[config.mk]
export PLATFORM = sky130hd
export DESIGN_NAME = tx_frame_sched
export DESIGN_NICKNAME = d
export VERILOG_FILES = /design/src/rtl/tx_frame_sched.sv
export SDC_FILE = /design/constraint.sdc
export NUM_CORES = 1
export LEC_CHECK = 0
export ABC_CLOCK_PERIOD_IN_PS = 5300
export CAP_MARGIN = 20
export CORE_UTILIZATION = 40
export CTS_CLUSTER_SIZE = 28
export DETAILED_ROUTE_END_ITERATION = 7
export MAX_ROUTING_LAYER = met4
export SETUP_SLACK_MARGIN = 0.05
export SKIP_CTS_REPAIR_TIMING = 1
export SLEW_MARGIN = 20
export SYNTH_ARGS = -nofsm -noshare
export SYNTH_HDL_FRONTEND = slang
export SYNTH_SLANG_ARGS = --single-unit
[constraint.sdc]
create_clock -name clk -period 5.3 [get_ports clk]
set_clock_uncertainty 0.2 [all_clocks]
set_input_delay 1.59 -clock clk [delete_from_list [all_inputs] [get_ports clk]]
set_output_delay 1.59 -clock clk [all_outputs]
set_load 0.01 [all_outputs]
[src/rtl/tx_frame_sched.sv]
// tx_frame_sched
// Pulls whole frames out of an RX byte FIFO and hands them to a MAC. Frame
// lengths arrive separately through a small length queue. Frames whose length
// is 0 or larger than MAX_LEN are drained from the FIFO and counted as dropped.
// Every sent or dropped frame is followed by an inter-frame gap of IFG_CYCLES.
//
// Ports
//   clk, rst_n          clock, asynchronous active-low reset
//   frm_len_in/_valid   push one frame length into the length queue
//   fifo_empty/_rd_data RX FIFO status and head byte (first-word fall-through)
//   fifo_rd             pop the RX FIFO head byte
//   pause_hold          blocks the start of new frames (drops still proceed)
//   tx_mac_*            byte stream to the MAC (valid/ready handshake, last)
//   lq_full/_overflow   length queue full, sticky lost-push flag
//   frames_sent         wrapping count of fully sent frames
//   frames_dropped      saturating count of dropped frames
//   busy                FSM is not idle
module tx_frame_sched #(
    parameter int LQ_DEPTH   = 4,
    parameter int IFG_CYCLES = 12,
    parameter int MAX_LEN    = 1514
) (
    input  logic        clk,
    input  logic        rst_n,
    input  logic [15:0] frm_len_in,
    input  logic        frm_len_valid,
    input  logic        fifo_empty,
    input  logic [7:0]  fifo_rd_data,
    output logic        fifo_rd,
    input  logic        pause_hold,
    input  logic        tx_mac_ready,
    output logic [7:0]  tx_mac_data,
    output logic        tx_mac_valid,
    output logic        tx_mac_last,
    output logic        lq_full,
    output logic        lq_overflow,
    output logic [15:0] frames_sent,
    output logic [7:0]  frames_dropped,
    output logic        busy
);

    localparam int AW = $clog2(LQ_DEPTH);
    localparam int GW = $clog2(IFG_CYCLES + 1);
    localparam logic [AW:0]   LQ_FULL_CNT = (AW + 1)'(LQ_DEPTH);
    localparam logic [15:0]   MAX_LEN_W   = 16'(MAX_LEN);
    localparam logic [GW-1:0] GAP_LOAD    = GW'(IFG_CYCLES - 1);

    typedef enum logic [1:0] {IDLE, SEND, DROP, GAP} state_t;

    state_t        state_q, state_d;
    logic [AW-1:0] wr_ptr_q, wr_ptr_d;
    logic [AW-1:0] rd_ptr_q, rd_ptr_d;
    logic [AW:0]   count_q, count_d;
    logic [15:0]   byte_cnt_q, byte_cnt_d;
    logic [GW-1:0] gap_cnt_q, gap_cnt_d;
    logic          ovf_q, ovf_d;
    logic [15:0]   sent_q, sent_d;
    logic [7:0]    drop_q, drop_d;

    logic [15:0]   lq_mem [LQ_DEPTH];
    logic [15:0]   head_len;
    logic          head_ok;
    logic          lq_empty;
    logic          lq_pop;
    logic          lq_push;
    logic [7:0]    drop_inc;

    assign lq_empty = (count_q == '0);
    assign lq_full  = (count_q == LQ_FULL_CNT);
    assign head_len = lq_mem[rd_ptr_q];
    assign head_ok  = (head_len != 16'd0) && (head_len <= MAX_LEN_W);
    assign drop_inc = (drop_q == 8'hFF) ? drop_q : drop_q + 8'd1;

    // A push is accepted while full only if the same cycle frees a slot.
    assign lq_push = frm_len_valid && (!lq_full || lq_pop);

    // Frame scheduler: next state and handshake outputs.
    always_comb begin
        state_d      = state_q;
        byte_cnt_d   = byte_cnt_q;
        gap_cnt_d    = gap_cnt_q;
        sent_d       = sent_q;
        drop_d       = drop_q;
        lq_pop       = 1'b0;
        fifo_rd      = 1'b0;
        tx_mac_valid = 1'b0;
        tx_mac_data  = 8'h00;
        tx_mac_last  = 1'b0;
        case (state_q)
            IDLE: begin
                if (!lq_empty) begin
                    // Bad lengths are drained even while paused so the FIFO
                    // never stays clogged by garbage.
                    if (!head_ok) begin
                        lq_pop     = 1'b1;
                        byte_cnt_d = head_len;
                        state_d    = DROP;
                    end else if (!pause_hold) begin
                        lq_pop     = 1'b1;
                        byte_cnt_d = head_len;
                        state_d    = SEND;
                    end
                end
            end
            SEND: begin
                // A FIFO underrun simply stalls; the frame is never aborted.
                tx_mac_valid = !fifo_empty;
                tx_mac_data  = fifo_rd_data;
                tx_mac_last  = tx_mac_valid && (byte_cnt_q == 16'd1);
                fifo_rd      = tx_mac_valid && tx_mac_ready;
                if (fifo_rd) begin
                    byte_cnt_d = byte_cnt_q - 16'd1;
                    if (byte_cnt_q == 16'd1) begin
                        state_d   = GAP;
                        gap_cnt_d = GAP_LOAD;
                        sent_d    = sent_q + 16'd1;
                    end
                end
            end
            DROP: begin
                if (byte_cnt_q == 16'd0) begin
                    state_d   = GAP;
                    gap_cnt_d = GAP_LOAD;
                    drop_d    = drop_inc;
                end else begin
                    fifo_rd = !fifo_empty;
                    if (fifo_rd) begin
                        byte_cnt_d = byte_cnt_q - 16'd1;
                        if (byte_cnt_q == 16'd1) begin
                            state_d   = GAP;
                            gap_cnt_d = GAP_LOAD;
                            drop_d    = drop_inc;
                        end
                    end
                end
            end
            GAP: begin
                if (gap_cnt_q == '0) begin
                    state_d = IDLE;
                end else begin
                    gap_cnt_d = gap_cnt_q - GW'(1);
                end
            end
            default: state_d = IDLE;
        endcase
    end

    // Length queue bookkeeping; pointers wrap naturally (power-of-two depth).
    always_comb begin
        wr_ptr_d = wr_ptr_q;
        rd_ptr_d = rd_ptr_q;
        count_d  = count_q;
        ovf_d    = ovf_q | (frm_len_valid && !lq_push);
        if (lq_push) begin
            wr_ptr_d = wr_ptr_q + AW'(1);
        end
        if (lq_pop) begin
            rd_ptr_d = rd_ptr_q + AW'(1);
        end
        if (lq_push && !lq_pop) begin
            count_d = count_q + (AW + 1)'(1);
        end else if (lq_pop && !lq_push) begin
            count_d = count_q - (AW + 1)'(1);
        end
    end

    always_ff @(posedge clk or negedge rst_n) begin
        if (!rst_n) begin
            state_q    <= IDLE;
            wr_ptr_q   <= '0;
            rd_ptr_q   <= '0;
            count_q    <= '0;
            byte_cnt_q <= '0;
            gap_cnt_q  <= '0;
            ovf_q      <= 1'b0;
            sent_q     <= '0;
            drop_q     <= '0;
        end else begin
            state_q    <= state_d;
            wr_ptr_q   <= wr_ptr_d;
            rd_ptr_q   <= rd_ptr_d;
            count_q    <= count_d;
            byte_cnt_q <= byte_cnt_d;
            gap_cnt_q  <= gap_cnt_d;
            ovf_q      <= ovf_d;
            sent_q     <= sent_d;
            drop_q     <= drop_d;
        end
    end

    // Entry storage needs no reset: occupancy gates every read.
    always_ff @(posedge clk) begin
        if (lq_push) begin
            lq_mem[wr_ptr_q] <= frm_len_in;
        end
    end

    assign lq_overflow    = ovf_q;
    assign frames_sent    = sent_q;
    assign frames_dropped = drop_q;
    assign busy           = (state_q != IDLE);

endmodule

==> results.yml <==
routing:
  wl_mm: 11.8
  drtIter0Drc: 256
  firstDrtPassIters: 4
  via_per_inst: 5.43
  ant_nets: 0
  wl_per_cell_um: 16.7
  num_vias: 3845
  drcViolationCount: 0
timing:
  hold_ws_ns: 0.265
  period_needed_ns: 4.85
  finalMaxSlewViolations: 0
  setup_violations: 0
  fmax_mhz: 206
  slew_headroom_pct: 36.9
  tightest_slew_ns: 0.946
  hold_violations: 0
  final.setup.tns_ns: 0
  rsz0062_at_grt: "no"
  min_period_over_period_pct: 91.5
cts:
  clkTransAtPathRegs_ns: 0.05
  htreeDepth: 4
  cts_root_buf: "clkbuf_16"
  clock_path_buffers: 2
  cts_made_buffers: 17
  cts_tree: "built"
  clock-sinks: 118
  clock_latency_ns: 0.41
critical_path:
  critPathMaxFanout: 4
  path_class: "reg2out"
  cp-end-kind: "primary output"
  cp.required_ns: 3.51
  crit_arrival_ns: 3.06
  startpoint_type: "flip-flop"
  ff2ff_path_depth: 11
synth:
  syn_nets: 494
  ys_seq_area_share_pct: 57.1
  syn_area_per_cell_um2: 12.8
  ys.flop_type: "edfxtp_1"
  async_flop_share_pct: 45.8
  synth_cell_types: 60
  ys_ff_latch: 118
  syn_inst: 447
  yosysWarnings: 0
  synth-edff-count: 64
  syn_area_mm2: 0.00573
grt:
  grt_pass1_wl_mm: 19.5
  grt_max_degree: 39
  grt_pass1_vias: 3831
  antenna_found_initial: 0
  grtUsageTotal_pct: 17.9
  grt-ovfl-total: 0
placed_design:
  port_buffers: 67
  gp_congestion: 0.807
  dp_hpwl_mm: 7.98
  place_area_mm2: 0.00654
floorplanning:
  placementRows: 43
  ios: 68
  die_x_um: 122
  core_mm2: 0.0139
  die_h_um: 122
  start_util_pct: 41.1
  dieArea_mm2: 0.0148
final_layout:
  fin_util_pct: 51.3
  nFillCells: 1189
  nNetsFinal: 563
  drive_gt1_share_pct: 13.1
  diodes: 0
  area_growth_pct: 24.7
  final_area_mm2: 0.00714
run_status:
  status: "finished, final reports clean"
min_path:
  hold_depth: 1
  hp-class: "reg2reg"
power_and_ir_drop:
  ir_drop_uv: 311
  power.total_w: 0.00380
  p_leak_nw: 2.68
  powerDensity_mw_per_mm2: 531
flow_run:
  cap_violations: 0
area by class of cell:
cell class / count / area (um^2) / share of cell area [%]
Sequential cell: 118 / 3270 / 45.8
Multi-Input combinational cell: 286 / 2250 / 31.6
Timing Repair Buffer: 72 / 703 / 9.84
Clock buffer: 18 / 429 / 6.01
Tap cell: 180 / 225 / 3.15
Clock inverter: 13 / 180 / 2.52
Inverter: 21 / 78.8 / 1.10
Yosys cell counts (all sizes together), types with 2 or more instances:
| cell | n | share of area [%] |
|---|---|---|
| o21ai | 21 | 1.8 |
| or2 | 2 | 0.22 |
| mux4 | 16 | 6.3 |
| inv | 21 | 1.4 |
| ha | 16 | 3.5 |
| nor3 | 15 | 1.3 |
| a211oi | 5 | 0.66 |
| o22ai | 5 | 0.76 |
| nand2 | 24 | 1.6 |
| nand4 | 10 | 1.1 |
| or4 | 4 | 0.52 |
| a31oi | 7 | 0.76 |
| and2 | 12 | 1.3 |
| a2bb2oi | 2 | 0.31 |
| xor2 | 7 | 1.1 |
| dfrtp | 54 | 24 |
| xnor2 | 21 | 3.2 |
| o22a | 2 | 0.31 |
| nor4 | 8 | 1.5 |
| o31ai | 12 | 1.6 |
| mux2 | 4 | 0.79 |
| and3 | 10 | 1.1 |
| nand3 | 9 | 0.79 |
| o31a | 3 | 0.46 |
| nor2 | 24 | 1.7 |
| and4 | 7 | 1.1 |
| o21a | 2 | 0.26 |
| clkbuf | 11 | 0.72 |
| a21oi | 17 | 1.5 |
| edfxtp | 64 | 34 |
| buf | 11 | 1.4 |
| nor3b | 4 | 0.52 |
path summary, 6_finish.rpt:
kind,startpoint,to,slack [ns]
min in group asynchronous,rst_n,gap_cnt_q[2],1.13
min reg2reg,frames_sent[15],frames_sent[15],0.27
max reg2reg,rd_ptr_q[1],count_q[2],1.48
min,frames_sent[15],frames_sent[15],0.27
max,byte_cnt_q[0],fifo_rd,0.45
max in group asynchronous,rst_n,frames_sent[13],2.99
cells in the final DEF (no fill, tap or decap), drive strengths merged, types with 7 or more instances in the layout:
master         Yosys  final
xnor2             21     21
edfxtp            64     64
a21oi             17     17
a31oi              7      7
nand4             10     10
inv               21     23
nor2              24     24
o31ai             12     12
nand2             24     24
and3              10     10
ha                16     16
nor3              15     15
o21ai             21     21
mux4              16     16
xor2               7      7
and4               7      7
nor4               8      8
and2              12     12
dfrtp             54     54
clkbuf            11     18
clkdlybuf4s50      0     66
nand3              9      9
stage by stage:
step,std cells,setup slack (ns)
after CTS,708,0.413
final,708,0.449
after global placement,677,0.561
after floorplan,447,1.51
after detailed placement,677,0.433
after global routing,708,0.287
layer usage:
layer	routed length, um	GRT usage (%)	vias up
li1	-	-	1827
met1	5180	21.6	1902
met2	5980	29.0	100
met3	481	4.54	16
met4	178	6.56	0
met5	0	-	-
cell families after synthesis:
group,synth area share (%)
buf+inv,3.54
xor+xnor,4.28
simple gates,13.4
mux,7.07
fa+ha+maj,3.84
compound gates,10.8
flops,57.1
critical path, cell delays in order (launching register included):
cell and delay, ns:
dfrtp_1 0.41, inv_1 0.12, ha_1 0.21, or3b_2 0.53, o41ai_1 0.67, a211oi_1 0.19, clkdlybuf4s50_1 0.53
flip-flops by register name, summed over array words and instances (netlist names):
name	flops
state_q	2
lq_mem	64
frames_dropped	8
lq_overflow	1
byte_cnt_q	16
frames_sent	16
count_q	3
rd_ptr_q	2
wr_ptr_q	2
gap_cnt_q	4
report_power, final:
part           switching [W]  internal (W)
clock network       0.000397      0.000782
logic               0.000719      0.000519
registers           0.000178       0.00120
Power figures use the tool's default switching activity.
